==> src/rtl/mux_rr_arbiter.sv <==
// mux_rr_arbiter: round-robin arbiter that owns the select of a shared N:1 word mux.
// Each requester holds req high until granted. The owner keeps the grant until it asserts
// last or drops req. The next owner is then chosen without an idle cycle between grants.
//
// Ports:
//   clk      in   rising-edge clock
//   reset    in   synchronous, active-high reset
//   req      in   [N]        level request per requester
//   last     in   [N]        owner's final cycle of use
//   in_data  in   [N*WIDTH]  requester i word at [i*WIDTH +: WIDTH]
//   grant    out  [N]        registered one-hot grant (zero when idle)
//   sel      out  [SEL_W]    registered mux select = owner index
//   busy     out             a grant is held
//   out      out  [WIDTH]    selected word when busy, else 0 (combinational)
//   timeout  out             one-cycle pulse after a forced release
//
// Optional feature: define MUX_ARB_TIMEOUT_EN to force a release after MAX_HOLD owned cycles.
// Without it, grants are unbounded and timeout is tied low.

module mux_rr_arbiter #(
    parameter int unsigned N        = 4,
    parameter int unsigned WIDTH    = 16,
    parameter int unsigned MAX_HOLD = 16,
    localparam int unsigned SEL_W   = $clog2(N)
) (
    input  logic               clk,
    input  logic               reset,
    input  logic [N-1:0]       req,
    input  logic [N-1:0]       last,
    input  logic [N*WIDTH-1:0] in_data,
    output logic [N-1:0]       grant,
    output logic [SEL_W-1:0]   sel,
    output logic               busy,
    output logic [WIDTH-1:0]   out,
    output logic               timeout
);

    if (N < 2) begin : g_bad_n
        $error("mux_rr_arbiter: N must be >= 2");
    end
    if (MAX_HOLD < 2) begin : g_bad_hold
        $error("mux_rr_arbiter: MAX_HOLD must be >= 2");
    end

    typedef enum logic [0:0] {StIdle, StOwned} state_e;

    state_e           state_q;
    logic [N-1:0]     grant_q;
    logic [SEL_W-1:0] sel_q;
    logic [SEL_W-1:0] ptr_q;

    logic [SEL_W-1:0] ptr_next;
    logic [N-1:0]     others;
    logic [SEL_W:0]   idle_pick;   // {found, index}
    logic [SEL_W:0]   next_pick;   // {found, index}
    logic             rel_normal;
    logic             at_max;
    logic             release_now;
    logic             new_grant;

    // First set bit of r scanning start, start+1, ... modulo N. The loop runs downward so the
    // smallest offset is written last and wins.
    function automatic logic [SEL_W:0] pick(input logic [N-1:0] r, input logic [SEL_W-1:0] start);
        logic [SEL_W:0] res;
        int             pos;
        res = '0;
        for (int k = N - 1; k >= 0; k--) begin
            pos = int'(start) + k;
            if (pos >= int'(N)) pos = pos - int'(N);
            if (r[pos]) res = {1'b1, SEL_W'(pos)};
        end
        return res;
    endfunction

    function automatic logic [N-1:0] onehot(input logic [SEL_W-1:0] idx);
        logic [N-1:0] v;
        v      = '0;
        v[idx] = 1'b1;
        return v;
    endfunction

    always_comb begin
        ptr_next    = (sel_q == SEL_W'(N - 1)) ? '0 : sel_q + 1'b1;
        // The owner is excluded so it cannot win back-to-back while others wait.
        others      = req & ~grant_q;
        idle_pick   = pick(req, ptr_q);
        next_pick   = pick(others, ptr_next);
        rel_normal  = last[sel_q] | ~req[sel_q];
        release_now = rel_normal | at_max;
        new_grant   = (state_q == StIdle) ? idle_pick[SEL_W] : (release_now & next_pick[SEL_W]);
    end

    always_ff @(posedge clk) begin
        if (reset) begin
            state_q <= StIdle;
            grant_q <= '0;
            sel_q   <= '0;
            ptr_q   <= '0;
        end else begin
            unique case (state_q)
                StIdle: begin
                    if (idle_pick[SEL_W]) begin
                        state_q <= StOwned;
                        grant_q <= onehot(idle_pick[SEL_W-1:0]);
                        sel_q   <= idle_pick[SEL_W-1:0];
                    end
                end
                StOwned: begin
                    if (release_now) begin
                        ptr_q <= ptr_next;
                        if (next_pick[SEL_W]) begin
                            grant_q <= onehot(next_pick[SEL_W-1:0]);
                            sel_q   <= next_pick[SEL_W-1:0];
                        end else begin
                            state_q <= StIdle;
                            grant_q <= '0;
                        end
                    end
                end
            endcase
        end
    end

`ifdef MUX_ARB_TIMEOUT_EN
    localparam int unsigned HOLD_W = $clog2(MAX_HOLD);

    logic [HOLD_W-1:0] hold_q;
    logic              timeout_q;

    assign at_max = (state_q == StOwned) && (hold_q == HOLD_W'(MAX_HOLD - 1));

    always_ff @(posedge clk) begin
        if (reset) begin
            hold_q    <= '0;
            timeout_q <= 1'b0;
        end else begin
            // Pulse only when the limit alone caused the release.
            timeout_q <= at_max & ~rel_normal;
            if (new_grant) begin
                hold_q <= '0;
            end else if ((state_q == StOwned) && !at_max) begin
                hold_q <= hold_q + 1'b1;
            end
        end
    end

    assign timeout = timeout_q;
`else
    assign at_max  = 1'b0;
    assign timeout = 1'b0;
`endif

    assign grant = grant_q;
    assign sel   = sel_q;
    assign busy  = (state_q == StOwned);
    assign out   = busy ? in_data[sel_q*WIDTH +: WIDTH] : '0;

endmodule

==> config.mk <==
export PLATFORM = sky130hd
export DESIGN_NAME = mux_rr_arbiter
export DESIGN_NICKNAME = d
export VERILOG_FILES = /design/src/rtl/mux_rr_arbiter.sv
export SDC_FILE = /design/constraint.sdc
export NUM_CORES = 1
export LEC_CHECK = 0
export CAP_MARGIN = 20
export CORE_ASPECT_RATIO = 0.6
export CORE_MARGIN = 5
export CORE_UTILIZATION = 31
export CTS_BUF_LIST = sky130_fd_sc_hd__clkbuf_4
export DETAILED_ROUTE_END_ITERATION = 8
export PLACE_DENSITY = 0.8
export SKIP_LAST_GASP = 1
export SYNTH_ARGS = -nofsm -noshare
export SYNTH_HDL_FRONTEND = slang
export SYNTH_SLANG_ARGS = --single-unit
export TNS_END_PERCENT = 10
==> constraint.sdc <==
create_clock -name clk -period 1.95 [get_ports clk]
set_clock_uncertainty 0.1 [all_clocks]
set_input_delay 0.195 -clock clk [delete_from_list [all_inputs] [get_ports clk]]
set_output_delay 0.195 -clock clk [all_outputs]
set_load 0.005 [all_outputs]
* Word level (Yosys, flattened, before mapping)
Index checks and enable logic that the tools add are counted.
** Cells by class
- $add $sub $neg :: 15
- Magnitude comparators :: 21
- Equality and inequality tests :: 4
- Shifts and indexed selects :: 1
- Muxes and demuxes :: 62
- Bitwise operators :: 5
- Reductions and logical operators :: 5
** Operators with widths (count)
- 32-bit by 4-bit < comparator with 1-bit output, second input constant :: 8
- 32-bit two-way mux :: 8
- 64-bit by 7-bit indexed part select with 16-bit output :: 1
- 3-bit two-way mux :: 8
- 3-bit by 3-bit subtractor with 4-bit output, second input constant :: 6
- 1-bit two-way mux :: 23
- 1-bit binary-select mux with 2-bit select :: 10
- 3-bit >= comparator, second input constant :: 6
- 16-bit two-way mux :: 1
- 2-bit by 2-bit adder with 3-bit output, second input constant :: 4
- 4-bit two-way mux :: 3
- 2-bit by 3-bit < comparator with 1-bit output, second input constant :: 3
- 2-bit two-way mux :: 4
- 4-bit one-hot mux with 2 select lines :: 1
- 2-bit by 3-bit subtractor with 4-bit output, second input constant :: 2
- 2-bit by 1-bit adder with 3-bit output, second input constant :: 2
- 2-bit by 3-bit >= comparator with 1-bit output, second input constant :: 2
- 4-bit AND :: 1
- 1-bit demux with 2-bit select :: 2
- 2-bit by 1-bit >= comparator with 1-bit output, second input constant :: 2
- 2-bit by 1-bit != test with 1-bit output, second input constant :: 2
- 4-bit NOT :: 1
- 2-bit one-hot mux with 2 select lines :: 1
- 2-bit AND reduction :: 2
- other kinds (8) :: 10
** Storage, ports and cells
- Register bits :: 9
- Output and inout port bits :: 24

* Logic depth before layout (Yosys ltp)
Gate-level depths: netlist of run 1.
- Word-level depth :: 19
- Depth in mapped cells :: 6
- Gate-level depth less buffers :: 6

* Least setup slack after synthesis of run 1
OpenSTA, ideal clock, no wires.
- Kind :: reg2out
- Start :: register sel_q[0], in the netlist sel[0]
- End :: output port out[0]
- Arrival :: 1680 ps
- Required time :: 1655 ps
- Setup slack :: -25 ps
- Cell stages (with the launch flop) :: 5
- Path through :: dfxtp_1 > buf_2 > buf_2 > mux4_2 > and2_1
** Between the ends
- Longest elaborated chain between the ends :: 2
** RTL lines
- start: declaration :: RTL line 49 : logic [SEL_W-1:0] sel_q;
- start signal: assignment :: RTL line 105 : sel_q <= idle_pick[SEL_W-1:0];
- start signal: assignment :: RTL line 113 : sel_q <= next_pick[SEL_W-1:0];
- 64-bit by 7-bit indexed part select with 16-bit output :: RTL line 156 : assign out = busy ? in_data[sel_q*WIDTH +: WIDTH] : '0;
- 16-bit two-way mux :: RTL line 156
- end: declaration :: RTL line 34 : output logic [WIDTH-1:0] out,
No other way between the ends.

* Final worst setup path of run 1
- Start :: register sel_q[0], in the netlist sel[0]
- End :: register grant_q[2], in the netlist grant[2]
** Between the ends
- Longest elaborated chain between the ends :: 19
- Elaborated cells on any way between the ends :: 50
- Classes of those cells :: 8 x add/sub; 6 x order compare; 2 x eq/ne; 30 x mux; 2 x bitwise; 2 x reduce/logical
** RTL lines
- 2-bit by 1-bit adder with 2-bit output or 2-bit equality test (tied branches) :: RTL line 83 : ptr_next = (sel_q == SEL_W'(N - 1)) ? '0 : sel_q + 1'b1;
- 2-bit two-way mux :: RTL line 83
- 2-bit by 2-bit adder with 3-bit output :: RTL line 68 : pos = int'(start) + k;
- 3-bit by 3-bit subtractor with 4-bit output or 3-bit >= comparator (tied branches) :: RTL line 69 : if (pos >= int'(N)) pos = pos - int'(N);
- 32-bit two-way mux :: RTL line 69
- 1-bit binary-select mux with 2-bit select :: RTL line 70 : if (r[pos]) res = {1'b1, SEL_W'(pos)};
- 1-bit two-way mux (implied by the code) (2 in a row) :: RTL line 70
- 3-bit two-way mux (4 in a row) :: RTL line 70
- 2-bit by 3-bit < comparator with 1-bit output (implied by the code) or 2-bit by 1-bit >= comparator with 1-bit output (tied branches) :: RTL line 78 : v[idx] = 1'b1;
- 1-bit logical AND (implied by the code) :: RTL line 78
- 1-bit two-way mux (implied by the code) :: RTL line 78
- 1-bit demux with 2-bit select :: RTL line 78
- 4-bit two-way mux :: RTL line 111 : if (next_pick[SEL_W]) begin
- 4-bit two-way mux :: RTL line 109 : if (release_now) begin
- 4-bit one-hot mux with 2 select lines :: RTL line 100 : unique case (state_q)
- end signal: assignment :: RTL line 104 : grant_q <= onehot(idle_pick[SEL_W-1:0]);
- end signal: assignment :: RTL line 112 : grant_q <= onehot(next_pick[SEL_W-1:0]);
- end: declaration :: RTL line 48 : logic [N-1:0] grant_q;
Parallel ways exist; a longest one is shown, timed or not. The select of a mux whose other input is x is not followed.
A chain may end at the register's enable or synchronous reset.

==> results of run 1 <==
==> placed cells by master (no fill, tap or decap), types with 4 or more instances in the layout <==
| cell | count |
|---|---|
| sky130_fd_sc_hd__and2_1 | 14 |
| sky130_fd_sc_hd__clkbuf_4 | 4 |
| sky130_fd_sc_hd__dfxtp_1 | 7 |
| sky130_fd_sc_hd__buf_2 | 6 |
| sky130_fd_sc_hd__nand2_1 | 6 |
| sky130_fd_sc_hd__nor2_1 | 10 |
| sky130_fd_sc_hd__a21oi_1 | 10 |
| sky130_fd_sc_hd__mux4_2 | 16 |
| sky130_fd_sc_hd__clkdlybuf4s15_2 | 5 |
| sky130_fd_sc_hd__clkdlybuf4s15_1 | 5 |
| sky130_fd_sc_hd__buf_4 | 21 |
| sky130_fd_sc_hd__clkdlybuf4s50_1 | 80 |
| sky130_fd_sc_hd__nand2b_1 | 6 |
==> metrics by stage <==
| stage | area [µm²] | setup WS, ns | TNS, ns | util (%) | hold slack [ns] |
|---|---|---|---|---|---|
| floorplan | 1221 | 0.06575 | 0 | - | 0.3497 |
| global placement | 2361 | -0.2110 | -1.151 | 63.43 | 0.3744 |
| detailed placement | 2361 | -0.3033 | -1.732 | 63.43 | 0.3845 |
| CTS | 2481 | -0.07268 | -0.9845 | 66.66 | 0.3947 |
| global route | 2527 | -0.1371 | -2.044 | 67.90 | 0.4222 |
| finish | 2527 | -0.07630 | -0.6671 | 67.90 | 0.4017 |
==> cell type report <==
class / count / area (µm²)
fill: 316 / 1195
inverter: 3 / 11.26
sequential: 9 / 185.2
multi-input combinational: 111 / 1021
timing repair buffer: 123 / 1221
tap: 47 / 58.81
clock buffer: 4 / 30.03
==> where the power goes <==
part,switching (W),internal (W)
registers,0.0000465,0.000221
clock network,0.0000722,0.0000931
logic,0.000405,0.000691
total,0.000523,0.00100
==> sequential cells by signal, indices dropped and copies added (netlist names) <==
| register | count |
|---|---|
| sel | 2 |
| busy | 1 |
| ptr_q | 2 |
| grant | 4 |
==> repair_timing <==
item	in CTS	in global routing
hold endpoints to repair	0	0
setup buffers	2	2
cloned	2	0
pin swaps	14	6
endpoints found under the setup margin	22	24
resized for setup	52	13
==> layer usage <==
metal / GRT usage [%] / vias up / part of all wire, %
li1: - / 755 / -
met1: 25.87 / 754 / 43
met4: 3.347 / 0 / 1.0
met2: 34.80 / 110 / 46
met3: 7.024 / 10 / 9.4
met5: 0 / - / 0
==> worst register-to-register path: cells and delay by family (launching register included) <==
kind | cells | cell delay (ns)
AOI/OAI and AO/OA | 2 | 0.53
buffers and inverters | 1 | 0.14
DFF | 1 | 0.37
and+or+nand+nor | 3 | 0.79
==> kinds of logic after synthesis <==
group	Yosys count	synth area share, %
AND/OR/NAND/NOR	61	30.39
AO/OA/AOI/OAI	31	18.28
multiplexers	17	30.39
buffers and inverters	12	4.825
flip-flops	9	14.78
adder cells (fa/ha/maj)	1	1.027
other	1	0.3077
==> worst paths after layout <==
kind                                 to  slack [ns]  cells after the start
setup / recovery  grant[2]$_SDFFE_PP0P_       -0.08                      6
hold / removal    ptr_q[0]$_SDFFE_PP0P_        0.40                      2
setup reg to reg  grant[2]$_SDFFE_PP0P_       -0.08                      6
hold reg to reg   ptr_q[0]$_SDFFE_PP0P_        0.40                      2
==> run_results.csv, run 1 <==
group,metric,value,unit
run_status,result_of_the_run,"finished with violations",
run_status,failing_checks,"setup timing",
grt,antenna_violations_before_repair,0,
synth,yosys-top-cells-area,"sky130_fd_sc_hd__mux4_2 30%, sky130_fd_sc_hd__dfxtp_1 15%, sky130_fd_sc_hd__and2_1 8.2%",
finish,design.final.nets,326,
cts,cts_max_level,1,
synth,yosysUniqueCellTypes,44,
floorplanning,die_height,58.57,µm
pwr,ir_worst_vdd,390.2,µV
worst_setup_path,slowest_stage,"sky130_fd_sc_hd__or4_4",
routing,vias_per_cell,5.485,
grt,gr-total-overflow,0,
cts,tritoncts_clock_tree,"built",
cts,tritoncts.num_buffers,3,
grt,grt_start_max_net_pins,21,
finish,area_growth_from_synthesis_to_layout,107.4,%
floorplanning,io_pins,98,
timing,final-hold-violation-count,0,
cts,clock_path_buffers,2,
synth,synth_nets,207,
worst_hold_path,min-delay-path-class,"flop to flop",
cts,cts_hold_repair.buffers,0,
synth,post_synth.cell_area_avg,9.232,µm²
worst_setup_path,timing.critical_path.from_type,"flop",
synth,synth-edff-count,0,
timing,endpoints_failing_setup,15,
worst_setup_path,critical_path.reg2reg.startpoint,"sel[0]$_SDFFE_PP0P_",
synth,ys_top_cells_by_count,"16 x sky130_fd_sc_hd__and2_1, 16 x sky130_fd_sc_hd__mux4_2, 11 x sky130_fd_sc_hd__nor2_1",
floorplanning,die-area,5326,µm²
synth,synth_seq_area_share,14.78,%
worst_setup_path,setup.worst_path.start,"sel[0]$_SDFFE_PP0P_",
routing,wirelength,5506,µm
synth,yosysTopAreaCellShare,29.57,%
routing,vias,1629,
timing,peak_clock_frequency_supported_by_timing,493.5,MHz
timing,setup_slack,-0.07630,ns
synth,postSynthCellCount,132,
cts,root_buffer,"sky130_fd_sc_hd__clkbuf_4",
place,dp.cells,287,
worst_setup_path,setup.worst_path.end_class,"flop",
synth,cell_area_synth,1219,µm²
routing,post-route-drc-count,0,
floorplanning,core_area,3722,µm²
worst_setup_path,arrival,2.09,ns
synth,synth.largest_area_cell,"sky130_fd_sc_hd__mux4_2",
synth,synth_async_sr_flop_share,0,%
worst_setup_path,timing.setup.critical_path_class,"flop to flop",
place,placement.io_buffers,96,
place,globalplace.congestion,0.8684,
floorplanning,effective_utilization_at_floorplan,32.74,%
grt,grt_pass1_wl,8583,µm
cts,worst_skew_pair_later_pin_latency,0.27,ns
routing,antenna_violating_nets_left,0,
worst_setup_path,timing.critical_path.buf_inv,1,
timing,grt_setup_unrepaired,"true",
worst_hold_path,worstHoldStart,"ptr_q[0]$_SDFFE_PP0P_",
cts,clkTransAtPathRegs,0.07,ns
synth,synth.yosys.warnings,0,
worst_setup_path,worst_ep_required_time,2.02,ns
finish,layout-drive-gt1-share,29.20,%
cts,cts_sinks,9,
timing,slew_viol_final,0,
floorplanning,floorplan.rows,17,
finish,stdcell_count,297,
timing,layout_worst_path_cycle_share,103.9,%
timing,timing_worst_slew_pin_value,0.5095,ns
pwr,power.density_cell_area,604.4,nW/µm²
routing,dr.first_iter.drc_count,116,
pwr,fin_total_pwr,0.001528,W
synth,synth-main-ff-cell,"sky130_fd_sc_hd__dfxtp_1",
place,place.detailed.hpwl,4319,µm
pwr,leakage,0.9651,nW
floorplanning,dieWidth,90.95,µm
finish,antenna-diode-count,0,
flow_run,timing.max_cap.violations,0,
synth,yosys_reg_bits,9,
timing,period_minus_slack,2.026,ns
grt,grt_use_total,20.47,%
routing,detail_route.wl_per_cell,18.54,µm
worst_setup_path,timing.critical_path.slowest_cell_delay,0.58,ns
routing,dr.pass1.iters,4,
worst_setup_path,timing.critical_path.fanout_max,8,
worst_setup_path,critical_path.cell_chain,"buf_6 > nor4bb_4 > or4_4 > a21oi_4 > nor2_1 > a311oi_1",
grt,grt_pass1_vias,1610,
timing,slew_headroom,65.57,%
worst_setup_path,cpLargestDelayFamily,"simple AND/OR/NAND/NOR gates",
No activity file was read; power rests on OpenSTA's default activity.
==> run 2, diff against run 1 <==
--- a/config.mk
+++ b/config.mk
@@ -12,6 +12,7 @@
 export CTS_BUF_LIST = sky130_fd_sc_hd__clkbuf_4
 export DETAILED_ROUTE_END_ITERATION = 8
 export PLACE_DENSITY = 0.8
+export SETUP_SLACK_MARGIN = 0.15
 export SKIP_LAST_GASP = 1
 export SYNTH_ARGS = -nofsm -noshare
 export SYNTH_HDL_FRONTEND = slang
==> run 2 against run 1 <==
Compared with the run above: the flow still finishes with violations (setup timing); power up 3.4%; sequential share of layout area down 0.12 points; register-to-register slack about the same; routed wire length down 3.8%; critical path depth unchanged; critical endpoint unchanged; highest routed layer unchanged.
==> run_results.csv, run 2 (same netlist as run 1, synthesis figures left out) <==
group,metric,value,unit
cts,worst_skew_pair_later_pin_latency,0.27,ns
cts,cts_max_level,1,
routing,vias_per_cell,5.373,
timing,endpoints_failing_setup,21,
floorplanning,io_pins,98,
worst_setup_path,setup.worst_path.end_class,"flop",
grt,antenna_violations_before_repair,0,
run_status,failing_checks,"setup timing",
grt,grt_pass1_vias,1560,
flow_run,timing.max_cap.violations,0,
cts,cts_sinks,9,
worst_setup_path,timing.critical_path.buf_inv,1,
worst_setup_path,timing.critical_path.fanout_max,8,
grt,grt_use_total,19.39,%
timing,setup_slack,-0.06773,ns
place,place.detailed.hpwl,4092,µm
place,area_after_detailed_placement,2337,µm²
worst_setup_path,worst_ep_required_time,2.02,ns
cts,clkTransAtPathRegs,0.07,ns
worst_setup_path,critical_path.cell_chain,"buf_4 > and4b_1 > or4_4 > a21oi_4 > nor2_1 > a311oi_1",
timing,layout_worst_path_cycle_share,103.5,%
floorplanning,die-area,5326,µm²
worst_hold_path,timing.hold.worst_endpoint,"ptr_q[0]$_SDFFE_PP0P_",
worst_setup_path,r2r_setup_slack,-0.07,ns
grt,grt_pass1_wl,8342,µm
routing,wirelength,5299,µm
worst_setup_path,critical_path.reg2reg.startpoint,"sel[0]$_SDFFE_PP0P_",
run_status,result_of_the_run,"finished with violations",
cts,clock_path_buffers,2,
worst_setup_path,arrival,2.09,ns
timing,grt_setup_unrepaired,"true",
routing,vias,1612,
finish,layout-drive-gt1-share,30.43,%
routing,detail_route.wl_per_cell,17.66,µm
timing,slew_viol_final,0,
floorplanning,effective_utilization_at_floorplan,32.74,%
timing,period_minus_slack,2.018,ns
timing,setup-tns-final,-0.8838,ns
place,globalplace.congestion,0.9047,
floorplanning,floorplan.rows,17,
finish,finalCoreUtilization,69.01,%
worst_setup_path,slowest_stage,"sky130_fd_sc_hd__or4_4",
floorplanning,die_height,58.57,µm
worst_hold_path,whs_path_depth,2,
place,placement.io_buffers,96,
worst_setup_path,r2r.worst_path.cells,6,
worst_hold_path,worstHoldStart,"ptr_q[0]$_SDFFE_PP0P_",
worst_setup_path,crit_cells,6,
worst_setup_path,timing.critical_path.slowest_cell_delay,0.55,ns
pwr,ir_worst_vdd,433.1,µV
floorplanning,dieWidth,90.95,µm
worst_setup_path,r2r_end,"grant[2]$_SDFFE_PP0P_",
worst_hold_path,min-delay-path-class,"flop to flop",
cts,root_buffer,"sky130_fd_sc_hd__clkbuf_4",
timing,peak_clock_frequency_supported_by_timing,495.6,MHz
finish,most-common-layout-cells,"80 x sky130_fd_sc_hd__clkdlybuf4s50_1, 20 x sky130_fd_sc_hd__buf_4, 16 x sky130_fd_sc_hd__mux4_2",
routing,post-route-drc-count,0,
pwr,leakage,0.9921,nW
grt,gr-total-overflow,0,
grt,grt_start_max_net_pins,29,
floorplanning,core_area,3722,µm²
finish,area_growth_from_synthesis_to_layout,110.8,%
finish,mostFrequentLayoutCell,"sky130_fd_sc_hd__clkdlybuf4s50_1",
timing,final-hold-violation-count,0,
finish,largest_register_ffs,4,
pwr,fin_total_pwr,0.001580,W
cts,tritoncts_clock_tree,"built",
finish,antenna-diode-count,0,
routing,dr.first_iter.drc_count,127,
routing,antenna_violating_nets_left,0,
worst_setup_path,cpLargestDelayFamily,"simple AND/OR/NAND/NOR gates",
routing,dr.pass1.iters,4,
worst_setup_path,timing.critical_path.from_type,"flop",
finish,finish.instance_area,2569,µm²
worst_setup_path,timing.setup.critical_path_class,"flop to flop",
finish,design.final.nets,329,
pwr,power.density_cell_area,615.1,nW/µm²
cts,tritoncts.num_buffers,3,
cts,cts_hold_repair.buffers,0,
-- run 2: final cells by class --
cell class / count / area, µm²
tap: 47 / 58.81
timing repair buffer: 126 / 1239
fill: 295 / 1154
clock buffer: 4 / 30.03
inverter: 3 / 11.26
sequential: 9 / 185.2
multi-input combinational: 111 / 1045
-- run 2: worst max path at each step --
stage	to	slack, ns	start
floorplan	grant[0]$_SDFFE_PP0P_	0.15	sel[1]$_SDFFE_PP0P_
detailed placement	sel[1]$_SDFFE_PP0P_	-0.23	req[0]
global route	grant[3]$_SDFFE_PP0P_	-0.18	sel[0]$_SDFFE_PP0P_
CTS	out[14]	-0.07	sel[0]$_SDFFE_PP0P_
global placement	sel[1]$_SDFFE_PP0P_	-0.17	req[0]
finish	grant[2]$_SDFFE_PP0P_	-0.07	sel[0]$_SDFFE_PP0P_
-- run 2: what timing repair did --
action	CTS	global route
setup endpoints to repair	23	26
resized for setup	65	4
pin swaps	13	9
buffers inserted	12	2
-- run 2: report_power, final --
group	total (W)	internal, W	switching (W)	leakage [nW]
sequential	0.000267	0.000221	0.0000468	0.0753
clock	0.000167	0.0000931	0.0000738	0.0184
combinational	0.00115	0.000726	0.000420	0.898
total	0.00158	0.00104	0.000540	0.992
-- run 2: layer usage --
metal	global-route usage (%)	wire [µm]	vias to the layer above
met4	1.255	8	0
met5	0	0	-
met2	31.21	2446	85
met1	27.05	2350	765
li1	-	-	760
met3	5.875	494	2
-- run 2: per-stage QoR --
step                      hold WS (ns)  cells  worst slack (ns)
after detailed placement        0.3694    282           -0.2298
after global placement          0.3661    282           -0.1664
final                           0.3789    300          -0.06773
after global routing            0.4172    300           -0.1767
after CTS                       0.3790    298          -0.06529
after floorplan                 0.3497    132            0.1455
-- run 2: tightest hold or removal path: cells and delay by family, from the launching register on --
kind             cells  cell delay (ns)
AND/OR/NAND/NOR      1             0.06
AO/OA/AOI/OAI        1             0.05
flip-flops           1             0.32
==> run 3, diff against run 2 <==
--- a/config.mk
+++ b/config.mk
@@ -11,6 +11,7 @@
 export CORE_UTILIZATION = 31
 export CTS_BUF_LIST = sky130_fd_sc_hd__clkbuf_4
 export DETAILED_ROUTE_END_ITERATION = 8
+export HOLD_SLACK_MARGIN = 0.15
 export PLACE_DENSITY = 0.8
 export SETUP_SLACK_MARGIN = 0.15
 export SKIP_LAST_GASP = 1
==> results of run 3 <==
No change in the layout: final DEF, timing and power equal those of run 2.
